**src/rtl/hack_mmio_ctrl.sv**
```systemverilog
// hack_mmio_ctrl: memory-mapped I/O block for the Hack SoC.
// Provides GPIO_COUNT writable GPIO words, a keyboard FIFO with a status word
// and a combinational read path for the CPU inM mux. CPU writes commit only
// on the hack_clk rising-edge strobe.
// Optional macro HACK_MMIO_GPIO_IN_EN adds a synchronised gpio_in port whose
// words are returned on GPIO reads instead of the output registers.
module hack_mmio_ctrl #(
    parameter int WORD_WIDTH     = 16,
    parameter int ADDRESS_WIDTH  = 15,
    parameter int KBD_ADDRESS    = 24576,
    parameter int GPIO_BASE      = 24577,
    parameter int GPIO_COUNT     = 2,
    parameter int KBD_FIFO_DEPTH = 4,
    parameter int KEYCODE_WIDTH  = 8
) (
    input  logic                             clk,
    input  logic                             reset_n,
    input  logic                             hack_clk_rise,
    input  logic                             hack_reset,
    input  logic [ADDRESS_WIDTH-1:0]         addressM,
    input  logic                             writeM,
    input  logic [WORD_WIDTH-1:0]            outM,
    output logic [WORD_WIDTH-1:0]            io_rdata,
    output logic                             io_hit,
    input  logic [KEYCODE_WIDTH-1:0]         keycode,
    input  logic                             keycode_valid,
`ifdef HACK_MMIO_GPIO_IN_EN
    input  logic [GPIO_COUNT*WORD_WIDTH-1:0] gpio_in,
`endif
    output logic [GPIO_COUNT*WORD_WIDTH-1:0] gpio
);

    localparam int PW  = (KBD_FIFO_DEPTH > 1) ? $clog2(KBD_FIFO_DEPTH) : 1;
    localparam int CW  = $clog2(KBD_FIFO_DEPTH + 1);
    localparam int GIW = (GPIO_COUNT > 1) ? $clog2(GPIO_COUNT) : 1;

    localparam logic [ADDRESS_WIDTH-1:0] KBD_A  = ADDRESS_WIDTH'(KBD_ADDRESS);
    localparam logic [ADDRESS_WIDTH-1:0] GPIO_A = ADDRESS_WIDTH'(GPIO_BASE);
    localparam logic [ADDRESS_WIDTH-1:0] STAT_A = ADDRESS_WIDTH'(GPIO_BASE + GPIO_COUNT);
    localparam logic [CW-1:0]            DEPTH_C = CW'(KBD_FIFO_DEPTH);

    // Register state
    logic [WORD_WIDTH-1:0]    gpio_q   [GPIO_COUNT];
    logic [WORD_WIDTH-1:0]    gpio_d   [GPIO_COUNT];
    logic [KEYCODE_WIDTH-1:0] mem_q    [KBD_FIFO_DEPTH];
    logic [PW-1:0]            rd_ptr_q, rd_ptr_d;
    logic [PW-1:0]            wr_ptr_q, wr_ptr_d;
    logic [CW-1:0]            count_q, count_d;
    logic                     ovf_q, ovf_d;

    // Decode and control
    logic                     kbd_sel, gpio_sel, stat_sel;
    logic [GIW-1:0]           gidx;
    logic                     wr_commit, wr_kbd, wr_gpio, wr_stat;
    logic                     fifo_full, fifo_empty;
    logic                     push_req, push_ok, pop_ok;
    logic [WORD_WIDTH-1:0]    status_word;
    logic [WORD_WIDTH-1:0]    gpio_rd  [GPIO_COUNT];

`ifdef HACK_MMIO_GPIO_IN_EN
    logic [GPIO_COUNT*WORD_WIDTH-1:0] gpio_in_s1_q, gpio_in_s2_q;
`endif

    // Address decode, write qualification and FIFO push/pop arbitration
    always_comb begin
        kbd_sel    = (addressM == KBD_A);
        gpio_sel   = (addressM >= GPIO_A) && (addressM < STAT_A);
        stat_sel   = (addressM == STAT_A);
        gidx       = GIW'(addressM - GPIO_A);
        io_hit     = kbd_sel || gpio_sel || stat_sel;

        wr_commit  = hack_clk_rise && writeM && io_hit;
        wr_kbd     = wr_commit && kbd_sel;
        wr_gpio    = wr_commit && gpio_sel;
        wr_stat    = wr_commit && stat_sel;

        fifo_full  = (count_q == DEPTH_C);
        fifo_empty = (count_q == '0);

        // A pop frees a slot in the same cycle, so a full FIFO still accepts a push
        pop_ok     = wr_kbd && !fifo_empty && !hack_reset;
        push_req   = keycode_valid && (keycode != '0) && !hack_reset;
        push_ok    = push_req && (!fifo_full || pop_ok);
    end

    // Status word assembly
    always_comb begin
        status_word                 = '0;
        status_word[WORD_WIDTH-1]   = ovf_q;
        status_word[WORD_WIDTH-2]   = fifo_full;
        status_word[WORD_WIDTH-3]   = fifo_empty;
        status_word[CW-1:0]         = count_q;
    end

    // GPIO readback source per word
    for (genvar i = 0; i < GPIO_COUNT; i++) begin : g_gpio
        assign gpio[i*WORD_WIDTH +: WORD_WIDTH] = gpio_q[i];
`ifdef HACK_MMIO_GPIO_IN_EN
        assign gpio_rd[i] = gpio_in_s2_q[i*WORD_WIDTH +: WORD_WIDTH];
`else
        assign gpio_rd[i] = gpio_q[i];
`endif
    end

    // Combinational read mux into the CPU inM path
    always_comb begin
        io_rdata = '0;
        if (kbd_sel) begin
            if (!fifo_empty) begin
                io_rdata = WORD_WIDTH'(mem_q[rd_ptr_q]);
            end
        end else if (gpio_sel) begin
            io_rdata = gpio_rd[gidx];
        end else if (stat_sel) begin
            io_rdata = status_word;
        end
    end

    // Next-state for GPIO words, FIFO pointers/count and sticky overflow
    always_comb begin
        gpio_d   = gpio_q;
        rd_ptr_d = rd_ptr_q;
        wr_ptr_d = wr_ptr_q;
        count_d  = count_q;
        ovf_d    = ovf_q;
        if (hack_reset) begin
            gpio_d   = '{default: '0};
            rd_ptr_d = '0;
            wr_ptr_d = '0;
            count_d  = '0;
            ovf_d    = 1'b0;
        end else begin
            if (wr_gpio) begin
                gpio_d[gidx] = outM;
            end
            if (pop_ok) begin
                rd_ptr_d = rd_ptr_q + 1'b1;
            end
            if (push_ok) begin
                wr_ptr_d = wr_ptr_q + 1'b1;
            end
            count_d = count_q + CW'(push_ok) - CW'(pop_ok);
            if (wr_stat && outM[WORD_WIDTH-1]) begin
                ovf_d = 1'b0;
            end
            if (push_req && !push_ok) begin
                ovf_d = 1'b1;
            end
        end
    end

    // State registers with asynchronous active-low reset
    always_ff @(posedge clk or negedge reset_n) begin
        if (!reset_n) begin
            gpio_q   <= '{default: '0};
            rd_ptr_q <= '0;
            wr_ptr_q <= '0;
            count_q  <= '0;
            ovf_q    <= 1'b0;
        end else begin
            gpio_q   <= gpio_d;
            rd_ptr_q <= rd_ptr_d;
            wr_ptr_q <= wr_ptr_d;
            count_q  <= count_d;
            ovf_q    <= ovf_d;
        end
    end

    // FIFO storage; an entry is only visible once count covers it
    always_ff @(posedge clk or negedge reset_n) begin
        if (!reset_n) begin
            mem_q <= '{default: '0};
        end else if (push_ok) begin
            mem_q[wr_ptr_q] <= keycode;
        end
    end

`ifdef HACK_MMIO_GPIO_IN_EN
    // Two-flop synchroniser for the asynchronous GPIO inputs
    always_ff @(posedge clk or negedge reset_n) begin
        if (!reset_n) begin
            gpio_in_s1_q <= '0;
            gpio_in_s2_q <= '0;
        end else begin
            gpio_in_s1_q <= gpio_in;
            gpio_in_s2_q <= gpio_in_s1_q;
        end
    end
`endif

endmodule

```
**config.mk**
```make
export PLATFORM = sky130hd
export DESIGN_NAME = hack_mmio_ctrl
export DESIGN_NICKNAME = d
export VERILOG_FILES = /design/src/rtl/hack_mmio_ctrl.sv
export SDC_FILE = /design/constraint.sdc
export NUM_CORES = 1
export LEC_CHECK = 0
export BUFFER_PORTS_ARGS = -buffer_cell sky130_fd_sc_hd__buf_2
export CAP_MARGIN = 10
export CORE_MARGIN = 2
export CORE_UTILIZATION = 41
export DETAILED_ROUTE_END_ITERATION = 12
export GPL_TIMING_DRIVEN = 1
export PLACE_DENSITY = 0.6
export SLEW_MARGIN = 25
export SYNTH_ARGS = -nofsm -noshare
export SYNTH_HDL_FRONTEND = slang
export SYNTH_SLANG_ARGS = --single-unit
export TNS_END_PERCENT = 10
```
**constraint.sdc**
```tcl
create_clock -name clk -period 3.1 [get_ports clk]
set_input_delay 0.31 -clock clk [delete_from_list [all_inputs] [get_ports clk]]
set_output_delay 0.31 -clock clk [all_outputs]
set_load 0.03 [all_outputs]
```
[Word level (Yosys, flattened, before mapping)]
Index checks and enable logic that the tools add are counted.
Word-level totals
  bits in registers: 72
  input bits: 45
  output and inout bits: 49
  word-level logic and storage cells: 82
Operators by class
  $add $sub $neg: 5
  order comparisons: 7
  eq/ne operators: 3
  mux-type cells: 26
  bitwise gates (word level): 3
  reduce and logical (&&, ||, !) cells: 28
Operator list (count)
  $mux W16: 7
  $bwmux W32: 2
  $mux W32: 2
  $mux W8: 4
  $eq A15 B15 Y1 const B: 2
  $bmux W8 S2: 1
  $demux W16 S1: 1
  $demux W8 S2: 1
  $ge A15 B15 Y1 const B: 1
  $logic_and A1 B1 Y1: 15
  $lt A15 B15 Y1 const B: 1
  $mux W2: 4
  $reduce_bool A8 Y1: 1
  $ge A3 B3 Y1 const B: 2
  $not A2 Y3: 2
  $reduce_bool A2 Y1: 3
  $add A2 B1 Y2 const B: 2
  $logic_not A1 Y1: 4
  $add A3 B1 Y3: 1
  $eq A3 B3 Y1 const B: 1
  $logic_not A3 Y1: 1
  $logic_or A1 B1 Y1: 3
  $lt A3 B1 Y1 const B: 1
  $mux W1: 3
  7 further kinds: 7

[Depth between registers and ports, before layout]
  word-level depth: 14
  gate-level depth with buffers: 14
  gate-level depth less buffers: 12

[Least setup slack after synthesis]
No wires, ideal clock.
  path type: input -> register
  start: in addressM[8]
  end: reg count_q[2]
  library setup time: 0.132 ns
  arrival time: 2.605 ns
  required time: 2.968 ns
  slack: 0.363 ns
  cell stages on the path: 14
  path buffers: 2
  path through: nor4b_1 > nand4_1 > buf_2 > or2_1 > buf_2 > nor3_1 > ha_1 > inv_1 > ha_1 > inv_1 > fa_1 > xor2_1 > xnor2_1 > nor2_1
Between the ends
  word-level cells in the longest chain between the ends: 13
  elaborated cells on any way between the ends: 16
  those cells by class: add/sub: 2; order compare: 2; eq/ne: 2; mux: 1; reduce/logical: 9
Ends and longest elaborated chain
  start, declared: RTL line 20  | input logic [ADDRESS_WIDTH-1:0] addressM,
  $ge A15 B15 Y1 / $lt A15 B15 Y1 (equally long branches): RTL line 67  | gpio_sel = (addressM >= GPIO_A) && (addressM < STAT_A);
  $logic_and A1 B1 Y1: RTL line 67
  $logic_or A1 B1 Y1 (2 in series): RTL line 70  | io_hit = kbd_sel || gpio_sel || stat_sel;
  $logic_and A1 B1 Y1: RTL line 72  | wr_commit = hack_clk_rise && writeM && io_hit;
  $logic_and A1 B1 Y1 (*): RTL line 73  | wr_kbd = wr_commit && kbd_sel;
  $logic_and A1 B1 Y1 (*) (2 in series): RTL line 81  | pop_ok = wr_kbd && !fifo_empty && !hack_reset;
  $logic_or A1 B1 Y1: RTL line 83  | push_ok = push_req && (!fifo_full || pop_ok);
  $logic_and A1 B1 Y1: RTL line 83
  $add A3 B1 Y3: RTL line 142  | count_d = count_q + CW'(push_ok) - CW'(pop_ok);
  $sub A3 B1 Y3 (*): RTL line 142
  $mux W3 (*): RTL line 126  | if (hack_reset) begin
  net count_d[2]: RTL line 48  | logic [CW-1:0] count_q, count_d;
  end signal, assigned: RTL line 164  | count_q <= count_d;
  end, declared: RTL line 48
Mark *: on every way through the listed nets, which the timed path passes. The rest lies on a longest branch.
A chain may end at the register's enable or synchronous reset.

[Worst setup path in the final report]
  start: reg count_q[1]
  end: reg count_q[2]
Between the ends
  word-level cells in the longest chain between the ends: 9
  elaborated cells on any way between the ends: 11
  those cells by class: add/sub: 2; eq/ne: 1; mux: 1; reduce/logical: 7
Ends and longest elaborated chain
  $logic_not A3 Y1: RTL line 78  | fifo_empty = (count_q == '0);
  $logic_not A1 Y1
  $logic_and A1 B1 Y1 (2 in series): RTL line 81
  $logic_or A1 B1 Y1: RTL line 83
  $logic_and A1 B1 Y1: RTL line 83
  $add A3 B1 Y3: RTL line 142
  $sub A3 B1 Y3 (*): RTL line 142
  $mux W3 (*): RTL line 126
  net count_d[2]: RTL line 48
Marks and branches as above.

==> metrics.yaml <==
status: "finished clean"
drc: 0
ys_seq_area_share_pct: 43.31
synth_edf_count: 0
crit_family: "simple AND/OR/NAND/NOR gates"
layout.nets: 530
core_area_um2: 9819
cp.depth: 12
vias: 3497
cp_cell_sequence: "nor3_2 > or3_1 > or2_1 > nor3_1 > ha_1 > inv_1 > ha_1 > inv_1 > fa_1 > xor2_1 > xnor2_1 > nor2_1"
r2r_end: "count_q[2]"
grt_overflow: 0
worst_pin_slew_ns: 0.8779
required_ns: 3.32
critPathMaxStageDelay_ns: 0.48
grt_pass1_vias: 3517
clockBufferDepth: 2
combPwrFrac_pct: 21.1
die_area_um2: 10970
period_minus_slack_ns: 2.791
cpMaxStageDelayCell: "dfrtp_1"
clock-sinks: 72
start_util_pct: 42.37
rr_worst_depth: 12
crit_path_end_kind: "register"
p_seq_share_pct: 48.5
power.internal_mw: 1.823
endpoint: "count_q[2]"
holdWs_ns: 0.07266
synth_area_per_cell_um2: 10.51
drtIter0Drc: 140
leakagePower_nw: 2.170
startpoint: "count_q[1]"
synth_area_um2: 4160
rows: 36
crit_buf_inv: 2
synth-async-reset-ratio_pct: 100.0
first_pass_iters: 4
p_sw_share_pct: 28.97
synthMuxAreaShare_pct: 12.96
slew_headroom_pct: 41.47
synth_xor_area_share_pct: 0.4211
antenna_found_initial: 0
io_buffers: 93
cts_resized: 0
layout-drive-gt1-share_pct: 30.02
grt_pass1_wl_um: 18780
num_antenna_cells: 0
grt_usage_pct: 21.84
path_max_fanout: 6
switchingPower_mw: 0.7433
cts-hold-fix-buffers: 0
power.density_nw_per_um2: 522.9
yosys.area_share.simple_pct: 19.34
place.gp.congestion: 0.8450
ant_nets: 0
cts_made_buffers: 9
routed_wl_um: 11680
dp_hpwl_um: 8036
synth_compound_area_share_pct: 15.76
max_freq_mhz: 358.3
mappedNetlistNets: 448
worstPathArrival_ns: 3.01
multiInputGateArea_um2: 2112
hold_path.class: "in -> async"
synth_top_flop_cell: "dfrtp_1"
synth_seq_cells: 72
clk_pin_slew_worst_paths_ns: 0.08
finalCritPeriodShare_pct: 90.02
htree_num_levels: 3
pin_count: 94
insertion_delay_ns: 0.35
slew_viol_final: 0
total_power_mw: 2.566
synthCells: 396
syn_to_final_growth_pct: 17.95
drv_cap: 0
nFillCells: 967
cts_tree: "built"
critPathKind: "reg -> reg"
routedWlPerCell_um: 18.95
synth_cell_types: 52
synth_top_family_by_area: "simple AND/OR/NAND/NOR gates"
clkPwrFrac_pct: 30.4
dieWidth_um: 104.7
hold_viol_final: 0
setup_violations: 0
vias_per_cell: 5.677
vdd_ir_drop_max_mv: 0.3338
timing.reg2reg.setup_slack_ns: 0.31
grt_max_degree: 59
worstSetupStartpointType: "register"
regArea_um2: 1802
die-height_um: 104.7
root_buffer: "clkbuf_8"
rsz0062_at_grt: "false"
r2r-start: "count_q[1]"
ys_warn_count: 0
post-cts-setup-buffer-count: 0
synth_adder_area_share_pct: 2.286
worst_clock_skew_ns: 0.01492
finalSetupTns_ns: 0
==> stage by stage <==
step                setup WS (ns)  instance area (µm²)  utilization [%]  std cells
finish                     0.3094                 4907            49.97        616
global route               0.1366                 4907            49.97        616
CTS                        0.3044                 4907            49.97        616
detailed placement         0.3041                 4701            47.87        600
global placement           0.3803                 4701            47.87        600
floorplan                  0.3630                 4160                -        396
==> layer usage <==
| layer | vias up | track usage [%] | wire length, µm | part of all wire (%) |
|---|---|---|---|---|
| met4 | 0 | 6.667 | 216 | 1.9 |
| li1 | 1610 | - | - | - |
| met5 | - | 0 | 0 | 0 |
| met3 | 19 | 5.053 | 515 | 4.4 |
| met2 | 101 | 35.53 | 5652 | 48 |
| met1 | 1767 | 29.03 | 5290 | 45 |
==> synthesized netlist by cell type, types with 5 or more instances <==
master,instances,area [µm²]
nor4_1,6,37.54
o31ai_1,17,127.6
inv_1,13,48.80
nand2b_1,36,225.2
o22ai_1,8,50.05
buf_2,7,35.03
ha_1,6,75.07
a21oi_1,18,90.09
dfrtp_1,72,1802
mux2i_1,31,310.3
clkbuf_1,14,52.55
mux4_2,8,180.2
o2bb2ai_1,31,271.5
nand3_1,17,85.08
nor2_1,17,63.81
buf_1,5,18.77
nand2_1,35,131.4
==> sequential cells by signal (all words and copies together) (netlist names) <==
signal and count:
mem_q 32, ovf_q 1, rd_ptr_q 2, count_q 3, wr_ptr_q 2, gpio 32
==> power by group through the flow <==
| stage | sequential [mW] | combinational [mW] | clock, mW |
|---|---|---|---|
| 2_1_floorplan | 1.22 | 0.401 | 0 |
| 3_3_place_gp | 1.25 | 0.532 | 0 |
| 3_5_place_dp | 1.26 | 0.546 | 0 |
| 4_1_cts | 1.24 | 0.547 | 0.800 |
| 5_1_grt | 1.27 | 0.597 | 0.841 |
| 6_report | 1.25 | 0.541 | 0.779 |
==> cells in the final DEF (no fill, tap or decap), drive strengths merged, types with 2 or more instances in the layout <==
master / count
buf: 105
dfrtp: 72
nand2b: 36
nand2: 35
o2bb2ai: 32
mux2i: 31
a21oi: 19
nand3: 18
nor2: 17
o31ai: 17
inv: 13
clkbuf: 11
mux4: 8
o22ai: 8
nor4: 6
ha: 6
nand4: 5
nor4b: 5
nor2b: 4
mux2: 4
a31oi: 3
clkinv: 3
nor3b: 2
a22oi: 2
or4: 2
clkinvlp: 2
nor3: 2
==> logic make-up (layout without fill, tap and decap cells) <==
group / count (synthesis) / in the layout
buffers and inverters: 48 / 135
multiplexers: 43 / 43
adder cells (fa/ha/maj): 7 / 7
AND/OR/NAND/NOR: 138 / 138
XOR/XNOR: 2 / 2
flip-flops: 72 / 72
AO/OA/AOI/OAI: 86 / 86
==> worst min path at each step <==
| stage | startpoint | end | slack (ns) | cells past startpoint |
|---|---|---|---|---|
| after floorplan | reset_n | count_q[0] | 0.01 | 0 |
| after global placement | reset_n | gpio[16] | 0.47 | 1 |
| after detailed placement | mem_q[9] | mem_q[9] | 0.47 | 1 |
| after CTS | reset_n | gpio[16] | 0.09 | 1 |
| after global routing | reset_n | mem_q[3] | 0.14 | 1 |
| final | reset_n | gpio[16] | 0.07 | 1 |
==> layout make-up <==
| class | instances | area share [%] |
|---|---|---|
| clock inverter | 5 | 1.122 |
| multi-input combinational | 276 | 43.04 |
| inverter | 14 | 1.071 |
| tap | 133 | 3.391 |
| timing repair buffer | 105 | 11.58 |
| sequential | 72 | 36.72 |
| clock buffer | 11 | 3.085 |
Note: power is estimated with default switching activity, not from simulation.
